### src/rtl/fraction_multiplication_pkg.sv
// Shared types and width helpers for the sequential signed-fraction multiplier.
package fraction_multiplication_pkg;

   typedef enum logic [1:0] {
      IDLE,
      CALC,
      DONE
   } state_t;

   function automatic int pw_of(input int n);
      return 2 * n - 1;
   endfunction

   function automatic int aw_of(input int n);
      return n + 1;
   endfunction

   // Largest positive Q1.(2n-2) value; stands in for the unrepresentable -1 x -1.
   function automatic logic [63:0] sat_of(input int n);
      return (64'd1 << (2 * n - 2)) - 64'd1;
   endfunction

endpackage

### src/rtl/frac_addsub.sv
// Guarded add/subtract of the sign-extended multiplicand into the accumulator.
module frac_addsub
   import fraction_multiplication_pkg::*;
#(
   parameter int N = 4
) (
   input  logic [N:0]   a,
   input  logic [N-1:0] c,
   input  logic         en,
   input  logic         sub,
   output logic [N:0]   sum
);

   logic [N:0] ext;

   assign ext = {c[N-1], c};

   always_comb begin
      sum = a;
      if (en) begin
         sum = sub ? (a - ext) : (a + ext);
      end
   end

endmodule

### src/rtl/fraction_multiplication.sv
// Add-and-shift multiplier for two's-complement Q1.(N-1) fractions,
// one multiplier bit per cycle, subtracting on the sign bit.
module fraction_multiplication
   import fraction_multiplication_pkg::*;
#(
   parameter int N = 4
) (
   input  logic                 CLK,
   input  logic                 Rst,
   input  logic                 St,
   input  logic [N-1:0]         Mplier,
   input  logic [N-1:0]         Mcand,
   output logic [2*N-2:0]       Product,
   output logic                 Done
);

   localparam int PW = pw_of(N);
   localparam int AW = aw_of(N);
   localparam int KW = $clog2(N);
   localparam logic [PW-1:0] SAT  = PW'(sat_of(N));
   localparam logic [N-1:0]  NEG1 = {1'b1, {(N-1){1'b0}}};
   localparam logic [KW-1:0] LAST = KW'(N - 1);

   state_t        state;
   logic [AW-1:0] a;
   logic [N-1:0]  b;
   logic [N-1:0]  c;
   logic [KW-1:0] k;
   logic          sat;

   logic [AW-1:0] sum;
   logic [AW-1:0] a_nxt;
   logic [N-1:0]  b_nxt;

   frac_addsub #(
      .N (N)
   ) u_addsub (
      .a   (a),
      .c   (c),
      .en  (b[0]),
      .sub (k == LAST),
      .sum (sum)
   );

   // Arithmetic right shift of {sum, b}, replicating the guard sign bit.
   assign a_nxt = {sum[AW-1], sum[AW-1:1]};
   assign b_nxt = {sum[0], b[N-1:1]};

   always_ff @(posedge CLK) begin
      if (Rst) begin
         state   <= IDLE;
         a       <= '0;
         b       <= '0;
         c       <= '0;
         k       <= '0;
         sat     <= 1'b0;
         Product <= '0;
         Done    <= 1'b0;
      end else begin
         Done <= 1'b0;
         unique case (state)
            IDLE: begin
               if (St) begin
                  c     <= Mcand;
                  a     <= '0;
                  b     <= Mplier;
                  k     <= '0;
                  sat   <= (Mplier == NEG1) && (Mcand == NEG1);
                  state <= CALC;
               end
            end
            CALC: begin
               a <= a_nxt;
               b <= b_nxt;
               k <= k + KW'(1);
               if (k == LAST) begin
                  state <= DONE;
               end
            end
            DONE: begin
               Product <= sat ? SAT : {a[N-2:0], b};
               Done    <= 1'b1;
               state   <= IDLE;
            end
            default: state <= IDLE;
         endcase
      end
   end

endmodule

### config.mk
export PLATFORM = sky130hd
export DESIGN_NAME = fraction_multiplication
export DESIGN_NICKNAME = d
export VERILOG_FILES = /design/src/rtl/fraction_multiplication_pkg.sv /design/src/rtl/frac_addsub.sv /design/src/rtl/fraction_multiplication.sv
export SDC_FILE = /design/constraint.sdc
export NUM_CORES = 1
export LEC_CHECK = 0
export BUFFER_PORTS_ARGS = -buffer_cell sky130_fd_sc_hd__buf_2
export CAP_MARGIN = 5
export CORE_MARGIN = 2
export CORE_UTILIZATION = 55
export DETAILED_ROUTE_END_ITERATION = 10
export PLACE_DENSITY_LB_ADDON = 0.1
export SLEW_MARGIN = 10
export SYNTH_ARGS = -nofsm -noshare
export SYNTH_HDL_FRONTEND = slang
export SYNTH_HIERARCHICAL = 1
export SYNTH_SLANG_ARGS = --single-unit
export TNS_END_PERCENT = 50
### constraint.sdc
create_clock -name CLK -period 3.15 [get_ports CLK]
set_input_delay 0.315 -clock CLK [delete_from_list [all_inputs] [get_ports CLK]]
set_output_delay 0.315 -clock CLK [all_outputs]
set_load 0.05 [all_outputs]
Word level (Yosys, flattened, before mapping)
Index checks and enable logic that the tools add are counted.

Reductions and logical operators: 6. Equality and inequality tests: 7. Muxes and demuxes: 13. Add/subtract/negate cells: 3.

Operators with widths (number): 5-bit two-way mux (3); 5-bit case mux with 2 select lines (1); 4-bit equality test (second input constant) (2); 2-bit case mux with 2 select lines (2); 4-bit case mux with 2 select lines (1); 7-bit two-way mux (1); 2-bit two-way mux (3); 2-bit AND reduction (3); 5-bit adder (1); 5-bit subtractor (1); 2-bit equality test (second input constant) (2); 4-bit two-way mux (1); 2-bit by 1-bit adder with 2-bit output (second input constant) (1); 2-bit by 1-bit equality test with 1-bit output (second input constant) (1); 2-bit logical NOT (1); 2-bit by 1-bit != test with 1-bit output (second input constant) (1); 2-bit != test (second input constant) (1); 2-bit nonzero test (1); 1-bit logical AND (1); 1-bit two-way mux (1).

Register bits: 26. Input bits: 11. Output and inout bits: 8. Logic and storage cells: 37.

Logic depth before layout (Yosys ltp)
Gate-level depths: netlist of run 1.

Depth in word-level cells: 4. Gate-level depth with buffers: 11. Mapped depth without buffers: 11.

Hierarchy
The synthesis of run 1 kept the hierarchy.

Modules (own cells, without submodules): fraction_multiplication (instances 1, area an instance 1004.7 µm², cells an instance 108, seq. area each 500.5 µm²); frac_addsub (instances 1, area an instance 330.3 µm², cells an instance 44, seq. area each 0.0 µm²).

Least setup slack after synthesis of run 1
OpenSTA, ideal clock, no wires.

Path kind: register to register. From: register c[0]. To: register a[3]. Library setup time: 128 ps. Data required time: 3022 ps. Arrival: 2228 ps. Stages on the path, launching flop included: 11. Setup slack: 794 ps. Period minus slack after synthesis: 2356 ps. Buffers on the path: 0. Path through: dfxtp_1 > inv_1 > ha_1 > mux2_2 > fa_1 > nand2b_1 > a21oi_4 > nand3_1 > a32o_1 > a22oi_1 > nor2_1.

Word-level cells in the longest chain between the ends: 4. Elaborated cells on any way between the ends: 5. Those cells by class: add/sub: 2; mux: 3.

Ends and longest elaborated chain: start: declaration (line fraction_multiplication.sv:27) `logic [N-1:0] c;`; start signal: assignment (line fraction_multiplication.sv:64) `c <= Mcand;`; 5-bit adder / 5-bit subtractor (equally long branches) (line frac_addsub.sv:21) `sum = sub ? (a - ext) : (a + ext);`; 5-bit two-way mux * (line frac_addsub.sv:21); 5-bit two-way mux * (line frac_addsub.sv:20) `if (en) begin`; named net sum[4] (line fraction_multiplication.sv:31) `logic [AW-1:0] sum;`; 5-bit case mux with 2 select lines * (line fraction_multiplication.sv:61) `unique case (state)`; end signal: assignment (line fraction_multiplication.sv:73) `a <= a_nxt;`; end: declaration (line fraction_multiplication.sv:25) `logic [AW-1:0] a;`.

Mark *: on every way through the listed nets, which the timed path passes. The rest lies on a longest branch. A chain may end at the register's enable or synchronous reset.

Final worst setup path of run 1
Ends and elaborated chain as after synthesis.

==> results of run 1 <==
[per-layer routing]
| metal | routed length [um] | GRT usage (%) | share of wire, % | vias to the layer above |
|---|---|---|---|---|
| li1 | - | - | - | 555 |
| met5 | 0 | 0 | 0 | - |
| met4 | 32 | 7.69 | 1.2 | 0 |
| met2 | 1280 | 37.2 | 49 | 22 |
| met3 | 79 | 3.39 | 3.0 | 5 |
| met1 | 1220 | 30.0 | 47 | 482 |
[power by group through the flow]
| stage | logic [W] | clock network (W) | registers, W |
|---|---|---|---|
| 2_1_floorplan | 0.000120 | 0 | 0.000347 |
| 3_3_place_gp | 0.000139 | 0 | 0.000350 |
| 3_5_place_dp | 0.000146 | 0 | 0.000351 |
| 4_1_cts | 0.000146 | 0.000150 | 0.000344 |
| 5_1_grt | 0.000164 | 0.000163 | 0.000347 |
| 6_report | 0.000147 | 0.000144 | 0.000344 |
[cell families (layout without fill, tap and decap cells)]
family	Yosys count	after routing	share of synthesized area [%]
and+or+nand+nor	63	63	23.4
AOI/OAI and AO/OA	26	26	16.5
DFF	25	25	37.5
buffers and inverters	18	33	5.90
muxes	9	9	6.94
adders and majority gates	7	7	7.12
xor gates and xnor gates	4	4	2.62
[Yosys cell counts, types with 2 or more instances]
master / n
clkbuf_1: 4
mux2_2: 2
o21a_1: 2
nor3_1: 15
dfxtp_1: 25
nor2b_1: 3
xnor2_1: 3
nand2b_1: 4
nand3_1: 2
nor2_1: 27
inv_1: 11
mux2i_1: 7
a21oi_1: 9
a22oi_1: 5
nor4b_1: 2
a221oi_2: 3
nand2_1: 5
ha_1: 6
[sequential cells by signal (all words and copies together), names as in the netlist]
signal / flops
b: 4
state: 2
Product: 7
a: 4
sat: 1
k: 2
Done: 1
c: 4
[worst max-delay path: stages, from the launching register on]
cell and delay [ps]:
dfxtp_1 400, inv_1 60, ha_1 290, mux2_2 300, fa_1 440, nand2b_1 200
a21oi_4 170, nand3_1 90, a32o_1 270, a22oi_1 170, nor2_1 60
[final cells by class]
class,instances,area (um2),area share (%)
Timing Repair Buffer,18,90.1,6.21
Clock inverter,1,5.00,0.345
Clock buffer,3,22.5,1.55
Tap cell,28,35.0,2.42
Multi-Input combinational cell,109,756,52.1
Inverter,11,41.3,2.85
Sequential cell,25,500,34.5
[worst paths after layout]
path,cells after the start,endpoint,slack [ps],from
hold reg to reg,2,Product[6]$_SDFFE_PP0P_,460,Product[6]$_SDFFE_PP0P_
setup / recovery,10,a[3]$_SDFFE_PP0P_,590,c[0]$_SDFFE_PP0P_
setup reg to reg,10,a[3]$_SDFFE_PP0P_,590,c[0]$_SDFFE_PP0P_
hold / removal,3,c[3]$_SDFFE_PP0P_,240,Mcand[3]
[stage by stage]
stage,instance area (um2),total power [W],instances,hold slack (ps),setup WS (ps)
floorplan,1340,0.000467,152,456,794
global placement,1420,0.000489,191,437,709
detailed placement,1420,0.000497,191,450,619
CTS,1450,0.000641,195,224,592
global route,1450,0.000674,195,245,446
finish,1450,0.000635,195,240,594
==> metrics, run 1 <==
critical-path maximum fanout 4; Post-synth EDFFs 0; area leader, netlist dfxtp_1; commonest non-fill, non-tap cell in the layout nor2_1; gp weighted congestion 0.734; part of the power in registers 54.2%; CTS clk-pin slew, worst paths 140 ps; Setup crit start kind flip-flop; Int Pwr 0.000444 W; vias roughly 1.1k; CTS Buf Count 3; Synth top area share 37.5%; critical path required time 3360 ps; post-synth cell types 35; DR WL/cell 13.4 um; Layout area overhead 8.62%; Die Y-Extent between 50 and 60 um; Final Max Tran Viols 0; maximum capacitance violations 0; part of the cycle the worst path needs a little over 80%; setup TNS 0 ps; DR DRC count 0; Final Core Density 64.3%; CP Class reg -> reg; largest cells by area after synthesis dfxtp_1 (37%), nor2_1 (7.6%), ha_1 (5.6%); Clock Skew 4.94 ps; Die W ~53 um; filler cell count 207; CTS root buffer clkbuf_4; Ports 19; GR Overflow Total 0; RSZ-0062 raised after global routing no; Logic pwr share 23.2%; CTS Buffer Depth 2; Final ANT Viol Nets 0; post-synthesis register bit count 25; Hold Crit Class in -> reg; Syn Area/Cell between 8 and 9 um2; Post-CTS Hold Buffers 0; leakage dissipation 0.601 nW; Max VDD drop 0.286 mV; number of global-route vias before repair around 1.0k; Clk network pwr share 22.6%; Cell Area, Synth 1340 um2; Detail Placement HPWL 1920 um; worst path arrival time around 2800 ps; CP endpoint kind flip-flop; PD cells 438 nW/um2; Seq/Total Area, Yosys a little under two fifths; status finished, final reports clean; Core ar. 2250 um2; full die area 2840 um2; setup violators final 0; Clock Latency Late Sink 320 ps; Syn Nets 170; first-pass GRT wire length between 4000 and 5000 um; Max Fclk 391 MHz; most frequent cells in the layout nor2_1 (27), dfxtp_1 (25), buf_2 (18), nor3_1 (15), inv_1 (11); Syn. warnings 6; endpoints failing hold 0; worst slew pin tran 843 ps; Post-synth top flop dfxtp_1; drt total wl 2610 um; NumNets Final 186; clock sink count 25; DRT Pass-1 Iters 4; Starting Density 59.2%; ratio of cells with drive above 1 in the final layout 19.8%; relative slew slack between 40% and 50%; NetSw 0.000191 W; initial antenna violation count 0; pin count of the biggest net entering global routing 26; Iter 0 DRT Violations 13; Via density approximately 5.5; CTS tree done; Overall Global Routing Usage a little under a quarter; ANT cells 0; IO Port Bufs 18; number of gates resized after cts 0; Post-Syn Instances 152; Net Sw Frac 30.1%; crit path time final ~2600 ps; postcts setup bufs 0; share of flip-flops with an asynchronous set or reset 0%; FP Rows 17; H-tree levels 1
Note: power is estimated with default switching activity, not from simulation.
==> run 2: changes to the inputs <==
Clock period 3.15 ns to 2.5 ns, I/O delays scaled along.
==> run 2 against run 1 <==
Against the previous run: routed wire length decreased by 4.5%; flip-flop and latch count stayed put; worst hold slack worse by 68 ps; core utilization grew 2.3 points; non-clock buffer count rose by 4; worst setup slack got worse by 490 ps; sequential share of layout area fell by 1.0 points; final area grew 3.5%.
==> metrics, run 2 (same netlist as run 1, synthesis figures left out) <==
filler cell count 204 (-1.4%); CTS Buffer Depth 2 (unchanged); Final ANT Viol Nets 0 (unchanged); Final Core Density 66.6% (+2.3 points); Max Fclk 418 MHz (+6.8%); CTS Buf Count 3 (unchanged); Most flops, register Product; endpoints failing hold 0 (unchanged); critical-path maximum fanout 4 (unchanged); GR Util met3 5.08% (+1.7 points); GR Overflow Total 0 (unchanged); full die area 2840 um2 (unchanged); number of global-route vias before repair 981 (-3.5%); CTS clk-pin slew, worst paths 140 ps (about the same); part of the cycle the worst path needs 95.8% (+15 points); CP Class reg -> reg; CTS tree done; CTS root buffer clkbuf_4; ANT cells 0 (unchanged); DRT Pass-1 Iters 4 (unchanged); IO Port Bufs 18 (unchanged); Starting Density 59.2% (unchanged); critical path required time 2720 ps (-640 ps); Core ar. 2250 um2 (unchanged); clock sink count 25 (unchanged); H-tree levels 1 (unchanged); Largest register FFs 7 (unchanged); Ports 19 (unchanged); DR DRC count 0 (unchanged); relative slew slack 57.5% (+14 points); most frequent cells in the layout nor2_1 (27), dfxtp_1 (23), buf_2 (18), nor3_1 (15), inv_1 (11); gp weighted congestion 0.739 (+0.61%); ratio of cells with drive above 1 in the final layout 25.1% (+5.4 points); pin count of the biggest net entering global routing 26 (unchanged); setup violators final 0 (unchanged); met2 Resource Use GR 36.8% (-0.41 points); commonest non-fill, non-tap cell in the layout nor2_1; Max VDD drop 0.423 mV (+48%); maximum capacitance violations 0 (unchanged); Iter 0 DRT Violations 13 (unchanged); met1 usage in global routing 24.6% (-5.4 points); Final Max Tran Viols 0 (unchanged); crit path time final 2390 ps (-162 ps); CP endpoint kind flip-flop; first-pass GRT wire length 4220 um (-8.3%); drt total wl 2500 um (-4.5%); Die Y-Extent 53.3 um (unchanged); Die W 53.3 um (unchanged); PD cells 548 nW/um2 (+25%); Via density 5.45 (about the same); Layout area overhead 12.5%; Clock Latency Late Sink 320 ps (about the same); status finished, final reports clean; Hold Crit Class in -> reg; NumNets Final 190 (+2.2%); Clock Skew 1.01 ps (-3.93 ps); Setup crit start kind flip-flop; busiest grt layer met2; worst path arrival time 2610 ps (-160 ps); worst slew pin tran 637 ps (-206 ps); leakage dissipation 0.628 nW (+4.5%); Detail Placement HPWL 1830 um (-4.5%); Hold WS 172 ps (-68.1 ps); vias 1085 (+2.0%); DR WL/cell 12.5 um (-6.4%); FP Rows 17 (unchanged); initial antenna violation count 0 (unchanged); Overall Global Routing Usage 20.7% (-2.0 points)
-- run 2: changes by cell type in the layout (fill, tap and decap cells not counted), sizes merged --
cell      before  now
clkinv         1    0
buf           18   22
clkinvlp       0    1
-- run 2: area by class of cell --
cell class                      count  area, um2  area share (%)
Multi-Input combinational cell    109        772            51.4
Sequential cell                    25        503            33.5
Timing Repair Buffer               22        120            8.00
Inverter                           11       41.3            2.75
Tap cell                           28       35.0            2.33
Clock buffer                        3       22.5            1.50
Clock inverter                      1       7.51           0.500
-- run 2: critical path: stages (launching register included) --
cell      delay (ps)
dfxtp_2          370
inv_1             50
ha_1             250
mux2_2           290
fa_2             360
nand2b_4         160
a21oi_4          190
mux2i_1          120
a32o_2           290
a22oi_2          150
nor2_1            60
-- run 2: through the flow --
stage          cells  setup TNS [ps]  total power [W]  area (um2)  setup slack, ps
2_1_floorplan    152               0         0.000589        1340              144
3_5_place_dp     193           -12.2         0.000625        1440            -12.2
6_report         199               0         0.000822        1500              106
3_3_place_gp     193               0         0.000618        1440             69.5
4_1_cts          198               0         0.000816        1480             7.40
5_1_grt          199           -33.1         0.000872        1500            -33.1
-- run 2: repair_timing --
action                                  in CTS  in global routing
endpoints found under the setup margin       1                  1
hold buffers                                 0                  0
resized for setup                            2                  4
pin swaps                                    0                  2
buffers inserted                             1                  1
-- run 2: final timing paths --
check	endpoint	start	cells after the start	slack (ps)
setup / recovery	a[3]$_SDFFE_PP0P_	c[1]$_SDFFE_PP0P_	10	110
hold reg to reg	Product[6]$_SDFFE_PP0P_	Product[6]$_SDFFE_PP0P_	2	460
hold / removal	c[2]$_SDFFE_PP0P_	Mcand[2]	3	170
setup reg to reg	a[3]$_SDFFE_PP0P_	c[1]$_SDFFE_PP0P_	10	110
-- run 2: routing by layer --
| layer | vias to the layer above | wire length [um] |
|---|---|---|
| met5 | - | 0 |
| met4 | 0 | 22 |
| met3 | 4 | 116 |
| met2 | 22 | 1250 |
| met1 | 491 | 1100 |
| li1 | 568 | - |
-- run 2: where the power goes --
| group | internal, W | total [W] | switching, W |
|---|---|---|---|
| clock | 0.0000612 | 0.000188 | 0.000126 |
| combinational | 0.0000969 | 0.000201 | 0.000104 |
| sequential | 0.000415 | 0.000433 | 0.0000185 |
| total | 0.000573 | 0.000822 | 0.000249 |
